$ cat config.mk
export PLATFORM = sky130hd
export DESIGN_NAME = fft_bin_indexer_flat
export DESIGN_NICKNAME = d
export VERILOG_FILES = /design/src/rtl/fft_bin_indexer_if.sv /design/src/rtl/fft_bin_indexer.sv /design/src/flat_wrapper.sv
export SDC_FILE = /design/constraint.sdc
export NUM_CORES = 1
export LEC_CHECK = 0
export ABC_AREA = 1
export ABC_CLOCK_PERIOD_IN_PS = 2550
export BUFFER_PORTS_ARGS = -buffer_cell sky130_fd_sc_hd__buf_2
export CORE_MARGIN = 5
export CORE_UTILIZATION = 57
export CTS_BUF_LIST = sky130_fd_sc_hd__clkbuf_8 sky130_fd_sc_hd__clkbuf_16
export DETAILED_ROUTE_END_ITERATION = 8
export PLACE_DENSITY_LB_ADDON = 0.05
export SYNTH_ARGS = -nofsm -noshare
export SYNTH_HDL_FRONTEND = slang
export SYNTH_SLANG_ARGS = --single-unit
$ cat constraint.sdc
create_clock -name clk -period 2.55 [get_ports clk]
set_clock_uncertainty 0.05 [all_clocks]
set_input_delay 0 -clock clk [delete_from_list [all_inputs] [get_ports clk]]
set_output_delay 0 -clock clk [all_outputs]
set_load 0.05 [all_outputs]
$ cat src/rtl/fft_bin_indexer_if.sv
// Streaming bus between an FFT core and the bin indexer.
// The slave modport is the indexer's view; the master modport is the FFT/consumer side.
interface fft_bin_indexer_if #(
  parameter int BIN_W   = 32,
  parameter int CHAN_W  = 8,
  parameter int FRAME_W = 32
);
  logic               fft_valid;
  logic               fft_sop;
  logic               out_valid;
  logic [BIN_W-1:0]   bin_num;
  logic [CHAN_W-1:0]  chan_num;
  logic               out_sof;
  logic               out_eof;
  logic [FRAME_W-1:0] frame_num;
  logic               sync_err;

  modport slave (
    input  fft_valid, fft_sop,
    output out_valid, bin_num, chan_num, out_sof, out_eof, frame_num, sync_err
  );

  modport master (
    output fft_valid, fft_sop,
    input  out_valid, bin_num, chan_num, out_sof, out_eof, frame_num, sync_err
  );
endinterface

$ cat src/rtl/fft_bin_indexer.sv
// Tags each FFT output sample with channel, bin and frame position, resyncing on stray sop.
// Define FFT_BIN_FRAME_COUNT_EN to build the frame counter; otherwise frame_num is tied to 0.
module fft_bin_indexer #(
  parameter int BINS     = 512,
  parameter int CHANNELS = 1,
  parameter int BIN_W    = 32,
  parameter int CHAN_W   = 8,
  parameter int FRAME_W  = 32
) (
  input  logic             clk,
  input  logic             areset_n,
  fft_bin_indexer_if.slave bus
);
  typedef enum logic {HUNT, RUN} state_e;

  state_e            state_q;
  // Position the next sample is expected to occupy
  logic [CHAN_W-1:0] chan_q;
  logic [BIN_W-1:0]  bin_q;

  logic              out_valid_q;
  logic              out_sof_q;
  logic              out_eof_q;
  logic              sync_err_q;
  logic [CHAN_W-1:0] chan_num_q;
  logic [BIN_W-1:0]  bin_num_q;

  logic              accept;
  logic              atStart;
  logic              resync;
  logic              isLast;
  logic [CHAN_W-1:0] tagChan;
  logic [BIN_W-1:0]  tagBin;
  logic [CHAN_W-1:0] chan_d;
  logic [BIN_W-1:0]  bin_d;

  always_comb begin
    accept  = bus.fft_valid && (state_q == RUN || bus.fft_sop);
    atStart = (chan_q == '0) && (bin_q == '0);
    resync  = (state_q == RUN) && bus.fft_valid && bus.fft_sop && !atStart;
    tagChan = chan_q;
    tagBin  = bin_q;
    if (bus.fft_sop) begin
      tagChan = '0;
      tagBin  = '0;
    end
    isLast = (tagChan == CHAN_W'(CHANNELS - 1)) && (tagBin == BIN_W'(BINS - 1));
    chan_d = tagChan + CHAN_W'(1);
    bin_d  = tagBin;
    if (tagChan == CHAN_W'(CHANNELS - 1)) begin
      chan_d = '0;
      bin_d  = isLast ? '0 : tagBin + BIN_W'(1);
    end
  end

  always_ff @(posedge clk) begin
    if (!areset_n) begin
      state_q     <= HUNT;
      chan_q      <= '0;
      bin_q       <= '0;
      out_valid_q <= 1'b0;
      out_sof_q   <= 1'b0;
      out_eof_q   <= 1'b0;
      sync_err_q  <= 1'b0;
      chan_num_q  <= '0;
      bin_num_q   <= '0;
    end else begin
      out_valid_q <= accept;
      sync_err_q  <= resync;
      if (accept) begin
        state_q    <= RUN;
        chan_q     <= chan_d;
        bin_q      <= bin_d;
        chan_num_q <= tagChan;
        bin_num_q  <= tagBin;
        out_sof_q  <= (tagChan == '0) && (tagBin == '0);
        out_eof_q  <= isLast;
      end
    end
  end

`ifdef FFT_BIN_FRAME_COUNT_EN
  // frame_q is the frame the next in-order sample belongs to
  logic [FRAME_W-1:0] frame_q;
  logic [FRAME_W-1:0] frame_num_q;
  logic [FRAME_W-1:0] tagFrame;

  always_comb begin
    tagFrame = frame_q;
    if (state_q == HUNT) begin
      tagFrame = '0;
    end else if (resync) begin
      tagFrame = frame_q + FRAME_W'(1);
    end
  end

  always_ff @(posedge clk) begin
    if (!areset_n) begin
      frame_q     <= '0;
      frame_num_q <= '0;
    end else if (accept) begin
      frame_num_q <= tagFrame;
      frame_q     <= isLast ? tagFrame + FRAME_W'(1) : tagFrame;
    end
  end

  assign bus.frame_num = frame_num_q;
`else
  assign bus.frame_num = '0;
`endif

  assign bus.out_valid = out_valid_q;
  assign bus.out_sof   = out_sof_q;
  assign bus.out_eof   = out_eof_q;
  assign bus.sync_err  = sync_err_q;
  assign bus.chan_num  = chan_num_q;
  assign bus.bin_num   = bin_num_q;
endmodule

$ cat src/flat_wrapper.sv
// flat-port wrapper written by rule: the top's interface ports become plain ports
module fft_bin_indexer_flat 
#(
  parameter int BINS     = 512,
  parameter int CHANNELS = 1,
  parameter int BIN_W    = 32,
  parameter int CHAN_W   = 8,
  parameter int FRAME_W  = 32
)
  (clk, areset_n, bus_fft_valid, bus_fft_sop, bus_out_valid, bus_bin_num, bus_chan_num, bus_out_sof, bus_out_eof, bus_frame_num, bus_sync_err);
  fft_bin_indexer_if #(.BIN_W(BIN_W), .CHAN_W(CHAN_W), .FRAME_W(FRAME_W)) bus_i ();
  input  logic clk;
  input  logic areset_n;
  input wire logic [$bits(bus_i.fft_valid)-1:0] bus_fft_valid;
  input wire logic [$bits(bus_i.fft_sop)-1:0] bus_fft_sop;
  output wire logic [$bits(bus_i.out_valid)-1:0] bus_out_valid;
  output wire logic [$bits(bus_i.bin_num)-1:0] bus_bin_num;
  output wire logic [$bits(bus_i.chan_num)-1:0] bus_chan_num;
  output wire logic [$bits(bus_i.out_sof)-1:0] bus_out_sof;
  output wire logic [$bits(bus_i.out_eof)-1:0] bus_out_eof;
  output wire logic [$bits(bus_i.frame_num)-1:0] bus_frame_num;
  output wire logic [$bits(bus_i.sync_err)-1:0] bus_sync_err;
  assign bus_i.fft_valid = bus_fft_valid;
  assign bus_i.fft_sop = bus_fft_sop;
  assign bus_out_valid = bus_i.out_valid;
  assign bus_bin_num = bus_i.bin_num;
  assign bus_chan_num = bus_i.chan_num;
  assign bus_out_sof = bus_i.out_sof;
  assign bus_out_eof = bus_i.out_eof;
  assign bus_frame_num = bus_i.frame_num;
  assign bus_sync_err = bus_i.sync_err;
  fft_bin_indexer #(.BINS(BINS), .CHANNELS(CHANNELS), .BIN_W(BIN_W), .CHAN_W(CHAN_W), .FRAME_W(FRAME_W)) u_core (.clk(clk), .areset_n(areset_n), .bus(bus_i));
endmodule
==> key figures, run 1 <==
Synthesis
  • Number of synthesized flops with an enable pin: 0
  • Synthesized area per cell: 6.66 um2
  • Mapped Cells: 735
  • Unique masters post-synth: 36
  • Mapped cell area: 4890 um2
  • Area contributors post-synth: dfxtp_1 35%, nand2_1 12%, a21oi_1 7.8%
  • Post-synthesis compound-gate area fraction: 15.1%
  • Simple-gate share of the synthesized area: 33.3%
  • Largest family of logic cells by synthesized area: simple AND/OR/NAND/NOR gates
  • Synth Area in Adders: 1.02%
  • Sequential area share after synthesis: 34.8%
  • Most frequent cells after synthesis: 152 x nand2_1, 85 x dfxtp_1, 84 x nor2_1
  • FF+latch count, synth: 85
  • Mux share of post-synthesis cell area: 0%
  • Yosys warning count: 0
  • Area leader, netlist: dfxtp_1
  • Synth top area share: 34.8%
  • XOR/XNOR Fraction of Synth Area: 1.61%
  • Main synth FF type: dfxtp_1
  • Asr flop ratio synth: 0%
  • Most frequent cell after synthesis: nand2_1

Setup path
  • CP Cell Sequence: inv_1, nor2_1, inv_1, ha_1, nand2_1, nor2_1, nand2_1, nor2_4, nand2_1, xnor2_1, nand2_1, a21oi_1
  • Critical Path Source Type: register
  • CP max FO: 11
  • CP dominant cell by count: nand2_1
  • CP arrival: 2.56 ns
  • Critical Path End Type: register
  • Maximum single-stage delay on the critical path: 0.39 ns
  • WP data required: 2.80 ns
  • Slowest cell on crit path: nand2_1
  • Crit Path Category: register to register

Clocking
  • CTS tree: built
  • Clk_lat worst skew: 0.37 ns
  • CTS sink cnt: 85
  • Root Buffer: clkbuf_8
  • Max clock buf depth: 2
  • Reg clk slew, reported paths: 0.09 ns
  • TritonCTS buffer count: 9
  • PostCTS Resize Cnt: 0
  • Htree depth: 3

Placement
  • GPL Wtd Cong: 0.916
  • Pre-CTS WS: 0.385 ns
  • Detailed placer's ending HPWL: 9250 um
  • Port Buf Inserts: 47

Drt
  • Router iterations before antenna repair: 5
  • # DRC: 0
  • Vias after detailed routing: 4,928
  • WL per Instance: 15.1 um
  • Initial DRC count: 406
  • Drt total wl: 13,200 um
  • Vias per cell: 5.62
  • Detail Route Antenna Nets: 0

Timing
  • Setup tns final: 0 ns
  • Slew Limit Fails: 0
  • Tmin final: 2.31 ns
  • Final Cycle Share: 90.5%
  • Final hold vios: 0
  • Unrepaired setup endpoints after global routing: no
  • Max_slew headroom: 55.3%
  • Slew @ Worst Pin: 0.668 ns
  • Final worst setup slack: 0.242 ns
  • Maximum clock rate: 0.433 GHz
  • Endpoints failing setup: 0
  • Hold WS: 0.139 ns

Pwr
  • Worst vdd ir: 0.000386 V
  • Leak: 2.21 nW
  • Power Density: 582 nW/um2
  • PnR Total Power: 3.06 mW

Floorplan
  • Initial core utilization: 58.9%
  • Die area: 10,500 um2
  • Die Height: 103 um
  • Top-Level Pins: 80
  • Row Count: 33
  • Core area: 8300 um2
  • Die width: 103 um

GRT
  • Grt total ovfl: 0
  • Antenna violations before repair: 0
  • All-Layer GR Usage: 26.1%
  • First-pass GRT wire length: 21,700 um
  • Largest net degree at the start of global routing: 81
  • Vias in the first global route: 4,382

Layout
  • Nets: 775
  • Share of cells above drive strength 1: 14.6%
  • Area grow syn2layout: 7.60%
  • N_diodes: 0

Outcome
  • Outcome: completed

Flow run
  • # Max-Cap Violations: 0

Worst hold path
  • Worst hold-check path type: input pin to register
[per-layer routing]
layer	routed length [um]	vias to the layer above	global-route usage [%]
met5	0	-	0
met4	289	0	8.98
met3	1160	28	3.04
met2	5860	239	41.5
met1	5910	2257	36.7
li1	-	2404	-
[cells in the final DEF (no fill, tap or decap), types with 2 or more instances in the layout]
master and n:
nand2_1 152, dfxtp_1 85, nor2_1 84, a21oi_1 76, inv_1 59, o21ai_0 56
nand3_1 54, buf_2 47, conb_1 32, nand4_1 19, nor2_2 17, inv_2 9
clkbuf_8 9, nor3_1 8, nand2_2 7, o21ai_1 7, xor2_1 7, buf_4 7
nor4_1 6, nor2_4 4, ha_1 4, bufinv_16 3, nand2_4 2, nand3_2 2
xnor2_1 2
[cells by family after synthesis]
group / Yosys count
compound gates: 144
xor+xnor: 9
fa+ha+maj: 4
flops: 85
buf+inv: 133
simple gates: 359
other cells: 1
[what timing repair did]
action	CTS	global route
hold buffers	1	0
endpoints found under the hold margin	2	0
buffers inserted	0	0
[path summary, 6_finish.rpt]
kind	from	endpoint	slack (ns)	depth (start not counted)
worst min-delay path	bus_fft_sop	u_core.bus.sync_err	0.14	4
worst max-delay path	u_core.chan_q[1]	u_core.bin_q[14]	0.24	12
worst min register to register	u_core.chan_q[1]	u_core.chan_q[1]	0.43	2
worst max register to register	u_core.chan_q[1]	u_core.bin_q[14]	0.24	12
[state kept, by name (all words and copies together), names as in the netlist]
signal,flops
u_core.bus.out_valid,1
u_core.bus.out_sof,1
u_core.bus.chan_num,8
u_core.state_q,1
u_core.chan_q,8
u_core.bus.sync_err,1
u_core.bus.out_eof,1
u_core.bin_q,32
u_core.bus.bin_num,32
[critical path: cells and delay by family (launching register included)]
kind	cells	cell delay [ns]
XOR/XNOR	1	0.21
buffers and inverters	2	0.16
flip-flops	1	0.32
AND/OR/NAND/NOR	7	1.23
adder cells (fa/ha/maj)	1	0.16
AO/OA/AOI/OAI	1	0.13
[report_power, final]
group / internal [mW] / switching [mW] / leakage (nW)
registers: 1.38 / 0.0244 / 0.693
logic: 0.0829 / 0.419 / 1.39
clock network: 0.649 / 0.509 / 0.126
[layout make-up]
class,count,area (um2)
clock inverter,7,115
inverter,67,254
clock buffer,9,124
tap,105,131
timing repair buffer,56,318
multi-input combinational,548,2620
sequential,85,1700
fill,806,3040
[stage by stage]
| step | area [um2] | instances | utilization [%] |
|---|---|---|---|
| final | 5260 | 877 | 63.4 |
| after global routing | 5260 | 877 | 63.4 |
| after detailed placement | 5010 | 860 | 60.4 |
| after global placement | 5010 | 860 | 60.4 |
| after floorplan | 5010 | 766 | - |
| after CTS | 5260 | 877 | 63.4 |
No activity file was read; power rests on OpenSTA's default activity.
==> inputs of run 2 (changes only) <==
--- a/config.mk
+++ b/config.mk
@@ -9,7 +9,7 @@
 export ABC_CLOCK_PERIOD_IN_PS = 2550
 export BUFFER_PORTS_ARGS = -buffer_cell sky130_fd_sc_hd__buf_2
 export CORE_MARGIN = 5
-export CORE_UTILIZATION = 57
+export CORE_UTILIZATION = 45
 export CTS_BUF_LIST = sky130_fd_sc_hd__clkbuf_8 sky130_fd_sc_hd__clkbuf_16
 export DETAILED_ROUTE_END_ITERATION = 8
 export PLACE_DENSITY_LB_ADDON = 0.05
==> run 2 against run 1 <==
Net effect: sequential share of layout area down 0.069 points; critical endpoint unchanged; global-route usage shrank 4.2 points; worst hold slack lost 0.033 ns; largest power group unchanged; sequential power is essentially flat; maximum frequency increased by 4.9%.
==> key figures, run 2 (same netlist as run 1, synthesis figures left out) <==
Pwr
  • Clock power frac: 34.4% (-3.4 points)
  • Seq pwr share: 48.2% (+2.4 points)
  • Worst vdd ir: 0.000285 V (-26%)
  • Internal power: 1.92 mW (-9.1%)
  • Sw Share: 34.0% (+2.9 points)
  • Comb power frac: 17.4% (+1.0 points)
  • Leak: 2.18 nW (-1.3%)
  • Net switching power: 989 uW (+3.8%)
  • Power Density: 551 nW/um2 (-5.2%)

Flow run
  • # Max-Cap Violations: 0 (unchanged)

GRT
  • All-Layer GR Usage: 21.9% (-4.2 points)
  • Grt total ovfl: 0 (unchanged)
  • Largest net degree at the start of global routing: 63 (-22%)
  • First-pass GRT wire length: 22,600 um (+4.1%)
  • Antenna violations before repair: 0 (unchanged)
  • Vias in the first global route: 4,385 (+0.068%)

Drt
  • Detail Route Antenna Nets: 0 (unchanged)
  • Initial DRC count: 346 (-15%)
  • Drt total wl: 14,000 um (+6.2%)
  • Vias after detailed routing: 4,758 (-3.4%)
  • Router iterations before antenna repair: 5 (unchanged)
  • WL per Instance: 15.4 um (+2.0%)
  • # DRC: 0 (unchanged)
  • Vias per cell: 5.21 (-7.3%)

Timing
  • Tmin final: 2.20 ns (-0.107 ns)
  • Maximum clock rate: 0.454 GHz (+4.9%)
  • Slew Limit Fails: 0 (unchanged)
  • Final Cycle Share: 86.3% (-4.2 points)
  • Slew @ Worst Pin: 0.673 ns (+0.00486 ns)
  • Setup tns final: 0 ns (unchanged)
  • Unrepaired setup endpoints after global routing: no
  • Max_slew headroom: 55.1% (-0.27 points)
  • Endpoints failing setup: 0 (unchanged)
  • Final hold vios: 0 (unchanged)
  • Hold WS: 0.106 ns (-0.0328 ns)

Layout
  • Commonest non-fill, non-tap cell in the layout: nand2_1
  • Finished Layout Cells: 913 (+4.1%)
  • Area grow syn2layout: 7.83%
  • Nets: 776 (+0.13%)
  • Share of cells above drive strength 1: 15.0% (+0.37 points)
  • Final Core Density: 49.1% (-14 points)
  • Most frequent cells in the layout: 152 x nand2_1, 85 x dfxtp_1, 84 x nor2_1
  • N_diodes: 0 (unchanged)
  • Final Instance Area: 5280 um2 (+0.21%)
  • # fillers: 1,105 (+37%)

Outcome
  • Outcome: completed

Floorplan
  • Die width: 114 um (+11%)
  • Die Height: 114 um (+11%)
  • Core area: 10,700 um2 (+29%)
  • Top-Level Pins: 80 (unchanged)
  • Die area: 13,100 um2 (+24%)
  • Initial core utilization: 45.5% (-13 points)
  • Row Count: 38 (+15%)

Setup path
  • Critical Path Source Type: register
  • Critical Path End Type: register
  • CP arrival: 2.38 ns (-0.18 ns)
  • CP max FO: 11 (unchanged)
  • Crit Path Category: register to register
  • WP data required: 2.73 ns (-0.07 ns)

Clocking
  • CTS tree: built
  • Post-CTS setup buffer count: 0 (unchanged)
  • CTS Hold Buffers Added: 1 (unchanged)
  • Clk_lat worst skew: 0.37 ns (about the same)
  • PostCTS Resize Cnt: 0 (unchanged)
  • Root Buffer: clkbuf_8
  • CTS sink cnt: 85 (unchanged)
  • Htree depth: 3 (unchanged)
  • TritonCTS buffer count: 9 (unchanged)
  • Max clock buf depth: 2 (unchanged)
  • Reg clk slew, reported paths: 0.09 ns (about the same)

Worst hold path
  • Worst hold-check path type: input pin to register

Placement
  • Detailed placer's ending HPWL: 10,300 um (+11%)
  • Placed inst area: 5070 um2 (+1.0%)
  • Port Buf Inserts: 47 (unchanged)
  • Placed Cells: 896 (+4.2%)
  • GPL Wtd Cong: 0.930 (+1.6%)
[run 2: final timing paths]
path,from,end,slack [ns],cells after the start
hold / removal,bus_fft_sop,u_core.bus.bin_num[2],0.11,4
hold reg to reg,u_core.chan_q[1],u_core.chan_q[1],0.42,2
setup / recovery,u_core.chan_q[1],u_core.bin_q[14],0.35,12
setup reg to reg,u_core.chan_q[1],u_core.bin_q[14],0.35,12
[run 2: metal layers]
layer	vias up	wire length [um]	GRT usage [%]
li1	2406	-	-
met1	2160	6780	31.3
met2	182	6090	33.5
met3	10	1020	4.02
met4	0	155	6.73
met5	-	0	0
[run 2: layout make-up]
cell class              instances  area [um2]  area share (%)
clock inverters                 7        75.1            1.42
repair buffers                 57         325            6.17
well taps                     140         175            3.32
flip-flops and latches         85        1700            32.3
multi-input cells             548        2620            49.7
clock buffers                   9         124            2.35
inverters                      67         254            4.81
[run 2: critical path, stage by stage (launching register included)]
cell and delay [ns]:
dfxtp_1 0.32, inv_1 0.09, nor2_1 0.07, inv_1 0.08, ha_1 0.18, nand2_1 0.06, nor2_1 0.10, nand2_1 0.38
nor2_4 0.37, nand2_1 0.11, xnor2_1 0.13, nand2_1 0.07, a21oi_1 0.06
[run 2: through the flow]
| stage | power, mW | setup WS, ns |
|---|---|---|
| floorplan | 1.88 | 0.751 |
| global placement | 1.94 | 0.489 |
| detailed placement | 1.94 | 0.431 |
| CTS | 2.93 | 0.402 |
| global route | 3.03 | 0.129 |
| finish | 2.91 | 0.349 |
[run 2: power groups by stage]
stage                     Sequential [mW]  Combinational, mW  Clock, mW
final                                1.40              0.507       1.00
after global routing                 1.41              0.541       1.08
after CTS                            1.40              0.510       1.02
after detailed placement             1.43              0.507          0
after global placement               1.43              0.506          0
after floorplan                      1.59              0.290          0
